--- config.mk ---
export PLATFORM = sky130hd
export DESIGN_NAME = controlador_posicion_flat
export DESIGN_NICKNAME = d
export VERILOG_FILES = /design/src/rtl/controlador_posicion_if.sv /design/src/rtl/controlador_posicion.sv /design/src/flat_wrapper.sv
export SDC_FILE = /design/constraint.sdc
export NUM_CORES = 1
export LEC_CHECK = 0
export ABC_CLOCK_PERIOD_IN_PS = 2700
export BUFFER_PORTS_ARGS = -buffer_cell sky130_fd_sc_hd__clkbuf_2
export CORE_ASPECT_RATIO = 0.8
export CORE_MARGIN = 2
export CORE_UTILIZATION = 45
export CTS_BUF_LIST = sky130_fd_sc_hd__clkbuf_2 sky130_fd_sc_hd__clkbuf_4 sky130_fd_sc_hd__clkbuf_8
export CTS_CLUSTER_DIAMETER = 120
export CTS_CLUSTER_SIZE = 24
export DETAILED_ROUTE_END_ITERATION = 12
export PLACE_DENSITY = 0.73
export SYNTH_ARGS = -nofsm -noshare
export SYNTH_HDL_FRONTEND = slang
export SYNTH_SLANG_ARGS = --single-unit
--- constraint.sdc ---
create_clock -name Clock -period 2.7 [get_ports Clock]
set_input_delay 0.405 -clock Clock [delete_from_list [all_inputs] [get_ports Clock]]
set_output_delay 0.405 -clock Clock [all_outputs]
set_load 0.01 [all_outputs]
--- src/rtl/controlador_posicion_if.sv ---
// Signal bundle between the position controller and its neighbours
// (button inputs, Detector handshake and position outputs).
interface controlador_posicion_if;
  logic        iz;
  logic        der;
  logic        GameOver;
  logic        Nuevo;
  logic [15:0] posicionActual;
  logic        movIz;
  logic        movDer;
  logic        movAbajo;
  logic        Llego;
  logic        Activo;

  modport master (
    output iz, der, GameOver, Nuevo,
    input  posicionActual, movIz, movDer, movAbajo, Llego, Activo
  );

  modport slave (
    input  iz, der, GameOver, Nuevo,
    output posicionActual, movIz, movDer, movAbajo, Llego, Activo
  );
endinterface

--- src/rtl/controlador_posicion.sv ---
// Player-piece position controller: synchronises the buttons, applies gravity
// and produces the {x,y} position plus move strobes for the collision Detector.
module controlador_posicion #(
  parameter logic [7:0]  X_INICIO    = 8'd64,
  parameter logic [7:0]  Y_INICIO    = 8'd0,
  parameter logic [7:0]  X_MAX       = 8'd144,
  parameter logic [7:0]  Y_MAX       = 8'd224,
  parameter logic [7:0]  STEP_X      = 8'd16,
  parameter logic [7:0]  STEP_Y      = 8'd16,
  parameter logic [23:0] GRAVITY_DIV = 24'd2500000
) (
  input logic                    Clock,
  input logic                    Reset,
  controlador_posicion_if.slave  bus
);

  typedef enum logic [1:0] {
    INICIO,
    JUGANDO,
    ASENTADO,
    CONGELADO
  } estado_t;

  estado_t     estado, estado_n;

  // [0] and [1] form the synchroniser, [2] is the edge-detect history
  logic [2:0]  iz_sync, der_sync;
  logic        pulso_iz, pulso_der;

  logic [7:0]  x, x_n;
  logic [7:0]  y, y_n;
  logic [23:0] cnt, cnt_n;
  logic        mov_iz, mov_iz_n;
  logic        mov_der, mov_der_n;
  logic        mov_abajo, mov_abajo_n;
  logic        llego, llego_n;

  logic [8:0]  suma_der, suma_abajo;
  logic        tick;

  assign pulso_iz  = iz_sync[1]  & ~iz_sync[2];
  assign pulso_der = der_sync[1] & ~der_sync[2];

  assign suma_der   = {1'b0, x} + {1'b0, STEP_X};
  assign suma_abajo = {1'b0, y} + {1'b0, STEP_Y};
  assign tick       = (cnt == GRAVITY_DIV - 24'd1);

  always_ff @(posedge Clock) begin
    if (Reset) begin
      iz_sync   <= '1;
      der_sync  <= '1;
      estado    <= INICIO;
      x         <= X_INICIO;
      y         <= Y_INICIO;
      cnt       <= '0;
      mov_iz    <= 1'b0;
      mov_der   <= 1'b0;
      mov_abajo <= 1'b0;
      llego     <= 1'b0;
    end else begin
      iz_sync   <= {iz_sync[1:0], bus.iz};
      der_sync  <= {der_sync[1:0], bus.der};
      estado    <= estado_n;
      x         <= x_n;
      y         <= y_n;
      cnt       <= cnt_n;
      mov_iz    <= mov_iz_n;
      mov_der   <= mov_der_n;
      mov_abajo <= mov_abajo_n;
      llego     <= llego_n;
    end
  end

  always_comb begin
    estado_n    = estado;
    x_n         = x;
    y_n         = y;
    cnt_n       = cnt;
    mov_iz_n    = 1'b0;
    mov_der_n   = 1'b0;
    mov_abajo_n = 1'b0;
    llego_n     = llego;

    unique case (estado)
      INICIO: begin
        x_n      = X_INICIO;
        y_n      = Y_INICIO;
        cnt_n    = '0;
        llego_n  = 1'b0;
        estado_n = JUGANDO;
      end

      JUGANDO: begin
        if (bus.GameOver) begin
          estado_n = CONGELADO;
        end else begin
          // Simultaneous left and right presses cancel each other out
          if (pulso_iz && !pulso_der) begin
            if (x >= STEP_X) begin
              x_n      = x - STEP_X;
              mov_iz_n = 1'b1;
            end
          end else if (pulso_der && !pulso_iz) begin
            if (suma_der <= {1'b0, X_MAX}) begin
              x_n       = suma_der[7:0];
              mov_der_n = 1'b1;
            end
          end

          if (tick) begin
            cnt_n       = '0;
            mov_abajo_n = 1'b1;
            if (suma_abajo < {1'b0, Y_MAX}) begin
              y_n = suma_abajo[7:0];
            end else begin
              y_n      = Y_MAX;
              llego_n  = 1'b1;
              estado_n = ASENTADO;
            end
          end else begin
            cnt_n = cnt + 24'd1;
          end
        end
      end

      ASENTADO: begin
        if (bus.GameOver) begin
          estado_n = CONGELADO;
        end else if (bus.Nuevo) begin
          // Respawn position is loaded on the way into INICIO so the
          // Detector never sees the settled position while respawning
          x_n      = X_INICIO;
          y_n      = Y_INICIO;
          cnt_n    = '0;
          estado_n = INICIO;
        end
      end

      CONGELADO: begin
        estado_n = CONGELADO;
      end

      default: begin
        estado_n = INICIO;
      end
    endcase
  end

  assign bus.posicionActual = {x, y};
  assign bus.movIz          = mov_iz;
  assign bus.movDer         = mov_der;
  assign bus.movAbajo       = mov_abajo;
  assign bus.Llego          = llego;
  assign bus.Activo         = (estado == JUGANDO);

endmodule

--- src/flat_wrapper.sv ---
// flat-port wrapper written by rule: the top's interface ports become plain ports
module controlador_posicion_flat 
#(
  parameter logic [7:0]  X_INICIO    = 8'd64,
  parameter logic [7:0]  Y_INICIO    = 8'd0,
  parameter logic [7:0]  X_MAX       = 8'd144,
  parameter logic [7:0]  Y_MAX       = 8'd224,
  parameter logic [7:0]  STEP_X      = 8'd16,
  parameter logic [7:0]  STEP_Y      = 8'd16,
  parameter logic [23:0] GRAVITY_DIV = 24'd2500000
)
  (Clock, Reset, bus_iz, bus_der, bus_GameOver, bus_Nuevo, bus_posicionActual, bus_movIz, bus_movDer, bus_movAbajo, bus_Llego, bus_Activo);
  controlador_posicion_if bus_i ();
  input logic Clock;
  input logic Reset;
  input wire logic [$bits(bus_i.iz)-1:0] bus_iz;
  input wire logic [$bits(bus_i.der)-1:0] bus_der;
  input wire logic [$bits(bus_i.GameOver)-1:0] bus_GameOver;
  input wire logic [$bits(bus_i.Nuevo)-1:0] bus_Nuevo;
  output wire logic [$bits(bus_i.posicionActual)-1:0] bus_posicionActual;
  output wire logic [$bits(bus_i.movIz)-1:0] bus_movIz;
  output wire logic [$bits(bus_i.movDer)-1:0] bus_movDer;
  output wire logic [$bits(bus_i.movAbajo)-1:0] bus_movAbajo;
  output wire logic [$bits(bus_i.Llego)-1:0] bus_Llego;
  output wire logic [$bits(bus_i.Activo)-1:0] bus_Activo;
  assign bus_i.iz = bus_iz;
  assign bus_i.der = bus_der;
  assign bus_i.GameOver = bus_GameOver;
  assign bus_i.Nuevo = bus_Nuevo;
  assign bus_posicionActual = bus_i.posicionActual;
  assign bus_movIz = bus_i.movIz;
  assign bus_movDer = bus_i.movDer;
  assign bus_movAbajo = bus_i.movAbajo;
  assign bus_Llego = bus_i.Llego;
  assign bus_Activo = bus_i.Activo;
  controlador_posicion #(.X_INICIO(X_INICIO), .Y_INICIO(Y_INICIO), .X_MAX(X_MAX), .Y_MAX(Y_MAX), .STEP_X(STEP_X), .STEP_Y(STEP_Y), .GRAVITY_DIV(GRAVITY_DIV)) u_core (.Clock(Clock), .Reset(Reset), .bus(bus_i));
endmodule
### Word level (Yosys, flattened, before mapping)

Index checks and enable logic that the tools add are counted.

| storage, ports and cells | value |
|---|---|
| register bits | 52 |
| latch bits | 0 |
| memory bits (writable) | 0 |
| memory bits (read-only) | 0 |
| bits of input ports | 6 |
| output and inout bits | 21 |
| word-level logic and storage cells | 86 |
| memories kept | 0 |

| cells by class | value |
|---|---|
| $add $sub $neg | 4 |
| multiply operators | 0 |
| divide/modulo/power cells | 0 |
| order comparisons | 3 |
| eq/ne operators | 15 |
| shifts and indexed selects | 0 |
| multiplexer cells | 32 |
| bitwise gates (word level) | 7 |
| reductions and logical operators | 15 |

Operators by type and width:

| cell | count |
|---|---|
| two-way mux 24 bit | 4 |
| two-way mux 8 bit | 12 |
| case mux 24 bit (3 select lines) | 1 |
| case mux 8 bit (3 select lines) | 2 |
| adder 24 x 1 -> 24 bit (second input constant) | 1 |
| == test 24 x 22 -> 1 bit (second input constant) | 1 |
| adder 8 x 5 -> 9 bit (second input constant) | 2 |
| two-way mux 2 bit | 5 |
| <= comparator 9 x 8 -> 1 bit (second input constant) | 1 |
| < comparator 9 x 8 -> 1 bit (second input constant) | 1 |
| != test 3 bit (second input constant) | 3 |
| greater-or-equal comparator 8 x 5 -> 1 bit (second input constant) | 1 |
| != test 2 bit (second input constant) | 4 |
| case mux 2 bit (4 select lines) | 1 |
| AND reduction 4 bit | 2 |
| subtractor 8 x 5 -> 8 bit (second input constant) | 1 |
| AND reduction 7 bit | 1 |
| two-way mux 1 bit | 6 |
| != test 3 x 1 -> 1 bit (second input constant) | 2 |
| inverter 1 bit | 5 |
| AND reduction 5 bit | 1 |
| OR reduction 5 bit | 1 |
| == test 2 bit (second input constant) | 2 |
| OR reduction 4 bit | 1 |
| other kinds (12) | 15 |

### Longest topological paths before layout

Gate-level depths: netlist (run 1).

| logic depth | value |
|---|---|
| depth in word-level cells | 8 |
| depth in mapped cells | 9 |
| depth with buffers taken out | 8 |

### Least setup slack after synthesis (run 1)

OpenSTA, ideal clock, no wires.

| path | value |
|---|---|
| path kind | register -> register |
| start point | register u_core.cnt[11] |
| end point | register u_core.cnt[5] |
| data arrival time | 1765 ps |
| path slack | 820 ps |
| stages on the path, launching flop included | 7 |
| path buffers | 1 |
| path through | dfxtp_1 -> or4b_1 -> or3_4 -> o21ai_4 -> a21o_2 -> buf_6 -> nor2_1 |

| on the way | value |
|---|---|
| longest elaborated chain between the ends | 4 |

Ends and longest elaborated chain:

| item | line | text |
|---|---|---|
| start, declared | controlador_posicion.sv:32 | `logic [23:0] cnt, cnt_n;` |
| start signal, assigned | controlador_posicion.sv:66 | `cnt <= cnt_n;` |
| == test 24 x 22 -> 1 bit | controlador_posicion.sv:46 | `assign tick = (cnt == GRAVITY_DIV - 24'd1);` |
| two-way mux 24 bit | controlador_posicion.sv:110 | `if (tick) begin` |
| two-way mux 24 bit | controlador_posicion.sv:94 | `if (bus.GameOver) begin` |
| case mux 24 bit (3 select lines) | controlador_posicion.sv:84 | `unique case (estado)` |

No other way between the ends. The select of a mux whose other input is x is not followed.
A chain may end at the register's enable or synchronous reset.

### Worst setup path after layout (run 1)

| path | value |
|---|---|
| start point | register u_core.cnt[10] |
| end point | register u_core.cnt[20] |

| on the way | value |
|---|---|
| longest elaborated chain between the ends | 4 |
| elaborated cells between the ends (all ways) | 5 |
| those cells by class | add/sub: 1; eq/ne: 1; mux: 3 |

Ends and longest elaborated chain:

| item | line |
|---|---|
| adder 24 x 1 -> 24 bit or == test 24 x 22 -> 1 bit (tied branches) | controlador_posicion.sv:121, controlador_posicion.sv:46 |
| two-way mux 24 bit * | controlador_posicion.sv:110 |
| two-way mux 24 bit * | controlador_posicion.sv:94 |
| case mux 24 bit (3 select lines) * | controlador_posicion.sv:84 |

Every way passes the cells marked *; elsewhere a longest branch is shown, timed or not. The select of a mux whose other input is x is not followed.

==> results of run 1 <==
[Yosys cell counts, types with 7 or more instances]
| library cell | instances |
|---|---|
| inv_1 | 9 |
| o21ai_0 | 7 |
| ha_1 | 7 |
| dfxtp_1 | 44 |
| nor2_1 | 31 |
| nand3_1 | 9 |
| nor3_1 | 11 |
| xnor2_1 | 14 |
| nand4_1 | 8 |
| buf_4 | 8 |
| nand2_1 | 13 |
| xor2_1 | 8 |
| or2_2 | 7 |
[layer usage]
metal,track usage [%],share of wire (%),wire [um]
met5,0,0,0
met4,4.762,0.39,19
met3,3.214,4.3,210
met2,28.84,45,2187
met1,25.40,50,2448
[cell type report]
cell class	count	area [um2]	share of cell area, %
flip-flops and latches	44	880.8	35.02
inverters	9	33.78	1.343
well taps	62	77.57	3.085
repair buffers	18	90.09	3.582
clock buffers	5	68.82	2.736
clock inverters	3	46.29	1.841
multi-input cells	201	1318	52.39
[cell families (layout without fill, tap and decap cells)]
logic type | Yosys count | count (layout)
adders and majority gates | 7 | 7
xor gates and xnor gates | 22 | 22
muxes | 4 | 4
other | 1 | 8
and+or+nand+nor | 120 | 120
buffers and inverters | 26 | 35
AOI/OAI and AO/OA | 40 | 40
DFF | 44 | 44
[placed cells by master, fill, tap and decap left out, types with 2 or more instances in the layout]
cell type  count
a21oi_1        6
a311oi_1       2
a31oi_1        6
a32o_1         3
and2_1         2
and3_1         3
and3_2         2
and4_1         4
clkbuf_2      18
clkbuf_8       5
conb_1         8
dfxtp_1       44
ha_1           7
inv_1          9
mux2i_1        3
nand2_1       13
nand2b_1       4
nand3_1        9
nand4_1        8
nand4b_1       3
nor2_1        31
nor2b_1        2
nor3_1        11
nor4_1         6
nor4b_1        4
o211ai_1       3
o21a_1         3
o21ai_0        7
or2_2          7
or3_1          2
xnor2_1       14
xor2_1         8
[power by group through the flow]
stage / registers, mW / logic, mW / clock network, mW
floorplan: 0.682 / 0.0911 / 0
global placement: 0.683 / 0.0924 / 0
detailed placement: 0.683 / 0.0936 / 0
CTS: 0.668 / 0.0946 / 0.522
global route: 0.670 / 0.106 / 0.551
finish: 0.668 / 0.0959 / 0.511
[stage by stage]
stage | setup WS [ns] | utilization, %
after floorplan | 0.8203 | -
after global placement | 0.5186 | 47.93
after detailed placement | 0.5158 | 47.93
after CTS | 0.4876 | 50.22
after global routing | 0.3177 | 50.22
final | 0.4777 | 50.22
[critical path, cell delays in order, from the launching register on]
cell and delay, ns:
dfxtp_1 0.43, or4b_1 0.52, or3_4 0.36, o21ai_4 0.23, a21o_2 0.45, nor2_1 0.10
[final timing paths]
check                                                    from                            end  slack, ns  cells after the start
worst max-delay path              u_core.cnt[10]$_SDFFE_PP0P_    u_core.cnt[20]$_SDFFE_PP0P_       0.48                      5
worst min-delay path                                   bus_iz   u_core.iz_sync[0]$_SDFF_PP1_       0.28                      2
worst max register to register    u_core.cnt[10]$_SDFFE_PP0P_    u_core.cnt[20]$_SDFFE_PP0P_       0.48                      5
worst min register to register  u_core.der_sync[0]$_SDFF_PP1_  u_core.der_sync[1]$_SDFF_PP1_       0.42                      1
[sequential cells by signal, summed over array words and instances, names as in the netlist]
name	cells
u_core.cnt	24
u_core.bus.Llego	1
u_core.bus.movAbajo	1
u_core.y	4
u_core.x	4
u_core.bus.movIz	1
u_core.estado	2
u_core.der_sync	3
u_core.bus.movDer	1
u_core.iz_sync	3
==> results.txt, run 1 <==
- After Yosys synthesis, XOR and XNOR cells account for 8.200% of the synthesized area.
* Number of I/O pins: 27
- Shortest period the worst path allows: 2.222 ns
* Vias in the first global route: 1744
* Final setup violation count: 0
- The finished layout holds 342 standard cells, fillers aside.
* Largest vdd supply drop: 0.4301 mV
- The internal power of the cells totals 0.9668 mW.
- Worst-Margin Slew: 0.5494 ns
* Setup Crit Path Kind: reg -> reg
- For the final routed database, the setup TNS stands at 0 ns.
- Largest clock skew in the final design: 0.006132 ns
- For this run, the number of Yosys warnings is 0.
* Class of the tightest hold or removal check: in -> reg
* Sink Count: 44
- After Yosys synthesis, full adders, half adders and majority gates account for 3.727% of the synthesized area.
- Most instantiated flip-flop cell in the synthesis netlist: dfxtp_1
- TritonCTS built the clock tree.
* Simple logic cell fraction of the synthesized area: 28.70%
- PwrDens: 506.9 nW/um2
* Initial antenna violation count: 0
- Clock power frac: 40.1%
- CP max FO: 23
- Relative slew slack: 62.86%
- Number of failing hold endpoints at the final stage: 0
- In the synthesized netlist the async set-or-reset flop fraction comes to 0%.
* GRT Util Overall: 18.01%
* Total number of nets in the final design: 292
- Sorting the synthesized cells by area gives the leading types as dfxtp_1, xnor2_1, nor2_1.
- After routing the design area is 2515 um2.
- At the later pin of the worst-skew pair, clock insertion delay measures 0.30 ns.
* Fillers: 494
- The tightest hold path in the finished design has a slack of 0.2818 ns.
* Syn avg cell area: 8.901 um2
- The final critical path takes up 82.31% of the cycle.
- The die covers 5819 um2.
- Compared with the post-synthesis result, the final layout area differs by 7.029%.
- Summed over all nets, the switching power comes to 0.3081 mW.
* Logic gate share of total power: 7.5%
- Synthesis-stage register bit count: 44
- First DRT Iteration DRCs: 161
- Synthesis produced a netlist whose cell count is 264.
- After detailed routing, the total wire length is 4866 um.
- Fraction of post-synthesis cell area in the top cell type by area: 37.49%
* Maximum number of pins on one net before global-route repair: 24
- Once detail routing completed, the nets flagged for antenna violations numbered 0.
* Number of enable flip-flop cells after synthesis: 0
- Count of input and output buffers: 18
- Summed over all cells, the static leakage comes to 0.8847 nW.
- CTS-repair resized insts: 0
* Number of remaining DRC errors: 0
* Area after DPL: 2400 um2
* Share of total power in sequential cells: 52.4%
- Proportion of synthesized area in mux cells: 1.757%
- Post-CTS Repair Setup Buffers: 0
* Cells after DPL: 334
- The number of pins with negative max-slew slack in the final report is 0.
- At the worst endpoint, the arrival time is 2.39 ns.
* Largest buffer count on any clock path: 2
* Routed via count divided by cell count: 5.567
* Netlist Area Pre-Place: 2350 um2
- The synthesized netlist contains 54 unique library cells.
* Total global routing overflow: 0
- Net switching is 24.17% of the power.
* Total power: 1.275 mW
* Clock slew at reported path FFs: 0.09 ns
- The first global-routing pass estimated 8397 um of wire.
* HPWL after DPL: 3392 um
* Critical path capture point type: flop
* Data required time of the critical path: 2.87 ns
- In this run the number of H-tree levels came out at 2.
- Hold repair after CTS inserted 0 buffers.
- Routed vias: 1904
* Critical Path Source Type: flop
- Run status: completed
- Die extent in x: 84.79 um
- Area of the core: 5007 um2
* Yosys top cell by area: dfxtp_1
- Maximum operating frequency: 450.0 MHz
* Initial standard-cell utilization of the core: 46.93%
* Part of the Yosys area used for sequential elements: 37.49%
- For this run, the detailed router's first-pass iteration total came to 4.
- Chip Height: 68.63 um
* Proportion of layout cells with a drive suffix above 1: 15.00%
* Clock buffers created by TritonCTS: 5
* Max Cap Violations: 0
* Wire per inst: 14.23 um
* Combinational family with the most area after synthesis: simple AND/OR/NAND/NOR gates
- Summing the areas of all compound-gate instances in the mapped netlist gives 12.41% of the synthesized area.
- Setup repair after global routing left no endpoint under its margin.
- Routability-driven placement congestion ratio: 0.8651
- The cell sitting at the root of the clock tree is a clkbuf_8.
- Number of diodes added for antenna fixing: 0
- The floorplan has 23 rows.
No activity file was read; power rests on OpenSTA's default activity.
==> run 2, diff against run 1 <==
Settings changed: ABC_CLOCK_PERIOD_IN_PS 2700 to 2000, PLACE_DENSITY 0.73 to 0.76.
Clock period 2.7 ns to 2 ns, I/O delays scaled along.
==> run 2 against run 1 <==
Against the previous run:
- flip-flop and latch count unchanged
- sequential power up 35%
- setup slack got worse by 0.43 ns
- via count is 6.9% higher
- clock power increased by 32%
- count of clock-buffer cells in the layout unchanged
- hold slack worse by 0.11 ns
- clock skew grew 0.0037 ns
- final cell count rose by 8.5%
- routed wire length up 7.4%
- critical path type unchanged
- critical endpoint is now u_core.cnt[15]$_SDFFE_PP0P_
- largest power group unchanged
==> results.txt, run 2 (synthesis results as in run 1) <==
- Routed via count divided by cell count: 5.485 (was 5.567)
- The detailed-placement wirelength estimate came to 3720 um (was 3392 um).
- Shortest period the worst path allows: 1.950 ns (was 2.222 ns)
* Number of I/O pins: 27 (unchanged)
- The TritonCTS buffer count was 5 (unchanged).
* Largest vdd supply drop: 0.6373 mV (was 0.4301 mV)
- Iteration count of the initial detailed-routing pass: 4 (unchanged)
* Worst-Margin Slew: 0.4685 ns (was 0.5494 ns)
* Routed vias: 2035 (was 1904)
- The power density relative to cell area is 625.2 nW/um2 (was 506.9 nW/um2).
- Chip Height: 68.63 um (unchanged)
- The initial antenna violation count came to 0 (unchanged).
* Worst Hold Margin: 0.1694 ns (was 0.2818 ns)
- Crit path DAT: 2.14 ns (was 2.39 ns)
* Maximum number of pins on one net before global-route repair: 24 (unchanged)
* Max FFs per register: 24 (unchanged)
- The final worst clock skew was 0.009784 ns (was 0.006132 ns).
- The number of violations reported at the end of detailed-routing iteration 0 is 160 (was 161).
- The number of max-cap violations was 0 (unchanged).
- The final critical-path share of the clock period came to 97.50% (was 82.31%).
- GRT Util Overall: 19.07% (was 18.01%)
* Leading cell type in the layout, fill and taps excluded: dfxtp_1 (unchanged)
- Largest buffer count on any clock path: 2 (unchanged)
- The root buffer selected by CTS is clkbuf_8 (unchanged).
- The number of input and output port buffers inserted was 18 (unchanged).
- Vias in the first global route: 1859 (was 1744)
- The placement row count came to 23 (unchanged).
- Worst Setup Slack post-DPL: 0.05129 ns (was 0.5158 ns)
- The deepest level of the CTS H-tree came to 2 (unchanged).
* Number of remaining DRC errors: 0 (unchanged)
- Maximum operating frequency: 512.8 MHz (was 450.0 MHz)
- The category of the critical setup timing path was reg -> reg (unchanged).
* Run status: completed (unchanged)
- Data required time of the critical path: 2.19 ns (was 2.87 ns)
* Total global routing overflow: 0 (unchanged)
* Critical Path Source Type: flop (unchanged)
- Count of antenna-violating nets left after detailed routing: 0 (unchanged)
- The growth of design area from synthesis to finish is 19.28% (was 7.029%).
* Leakage power: 1.051 nW (was 0.8847 nW)
- The ratio of cells with drive above 1 in the final layout was 25.24% (was 15.00%).
* Wire per inst: 14.09 um (was 14.23 um)
- The critical path capture point type is a flop (unchanged).
* Die footprint: 5819 um2 (unchanged)
- The worst path setup slack after routing came to 0.05006 ns (was 0.4777 ns).
- The initial core utilization was 46.93% (unchanged).
- Sink Count: 44 (unchanged)
* Number of diodes added for antenna fixing: 0 (unchanged)
* Most used cells in the layout excluding fill and tap cells: dfxtp_1, nor2_1, buf_4 (was dfxtp_1, nor2_1, clkbuf_2)
- CTS tree: yes (unchanged)
* Number of failing hold endpoints at the final stage: 0 (unchanged)
- The accumulated negative setup slack came to 0 ns (unchanged).
- The worst-skew pair later-pin latency was 0.30 ns (about the same).
- The number of buffers inserted to repair setup after CTS came to 0 (unchanged).
- Fillers: 475 (was 494)
* Post-route cell area: 2803 um2 (was 2515 um2)
- The top register by number of flip-flops is u_core.cnt (unchanged).
- Final Max Tran Viols: 0 (unchanged)
* CP max FO: 11 (was 23)
- The clock-pin transition on the worst setup and hold timing paths was 0.09 ns (about the same).
* Final setup violation count: 0 (unchanged)
- The max-slew headroom at the worst pin came to 67.96% (was 62.86%).
* Routability-driven placement congestion ratio: 0.8703 (was 0.8651)
* Die extent in x: 84.79 um (unchanged)
* Area after DPL: 2623 um2 (was 2400 um2)
- The routed wire length came to 5228 um (was 4866 um).
- The wire length of the first global-routing pass is 8763 um (was 8397 um).
- Area of the core: 5007 um2 (unchanged)
- The final net count was 321 (was 292).
- Largest registers ranked by flip-flop count: u_core.cnt (24), u_core.x (4), u_core.y (4) (unchanged)
* Class of the tightest hold or removal check: in -> reg (unchanged)
## run 2: cell type report
| type | count | area, um2 | share of cell area [%] |
|---|---|---|---|
| Clock buffer | 5 | 68.82 | 2.455 |
| Tap cell | 62 | 77.57 | 2.768 |
| Inverter | 9 | 33.78 | 1.205 |
| Sequential cell | 44 | 882.1 | 31.47 |
| Timing Repair Buffer | 47 | 341.6 | 12.19 |
| Multi-Input combinational cell | 201 | 1356 | 48.39 |
| Clock inverter | 3 | 42.54 | 1.518 |
## run 2: worst paths after layout
path / cells past startpoint / slack [ns] / endpoint / start
worst max-delay path: 6 / 0.05 / u_core.cnt[15]$_SDFFE_PP0P_ / u_core.cnt[9]$_SDFFE_PP0P_
worst min-delay path: 2 / 0.17 / u_core.der_sync[0]$_SDFF_PP1_ / bus_der
worst max register to register: 6 / 0.05 / u_core.cnt[15]$_SDFFE_PP0P_ / u_core.cnt[9]$_SDFFE_PP0P_
worst min register to register: 1 / 0.42 / u_core.der_sync[1]$_SDFF_PP1_ / u_core.der_sync[0]$_SDFF_PP1_
## run 2: repair_timing
| item | in CTS | in global routing |
|---|---|---|
| hold buffers | 0 | 0 |
| endpoints found under the setup margin | 0 | 28 |
| hold endpoints to repair | 0 | 0 |
| gates resized for setup | 0 | 9 |
## run 2: report_power, final
part           switching [mW]  internal [mW]
clock network           0.307          0.370
registers             0.00982          0.889
logic                   0.104         0.0736
total                   0.420           1.33
## run 2: routing by layer
metal	GRT usage (%)	up-vias	routed length [um]
met2	29.53	53	2252
met5	0	-	0
met4	6.746	0	90
li1	-	1018	-
met1	27.05	954	2639
met3	3.333	10	245
## run 2: worst max-delay path: stages (launching register included)
cell and delay (ns):
dfxtp_2 0.34, or4b_4 0.54, or3_4 0.35, o21ai_4 0.22, a21o_4 0.19, clkbuf_16 0.16, a31oi_1 0.04
## run 2: metrics by stage
step           total power, mW  std cells  utilization [%]
3_5_place_dp             1.075        362            52.37
4_1_cts                  1.748        370            54.60
5_1_grt                  1.819        371            55.97
6_report                 1.752        371            55.97
2_1_floorplan            1.043        271                -
3_3_place_gp             1.074        362            52.37
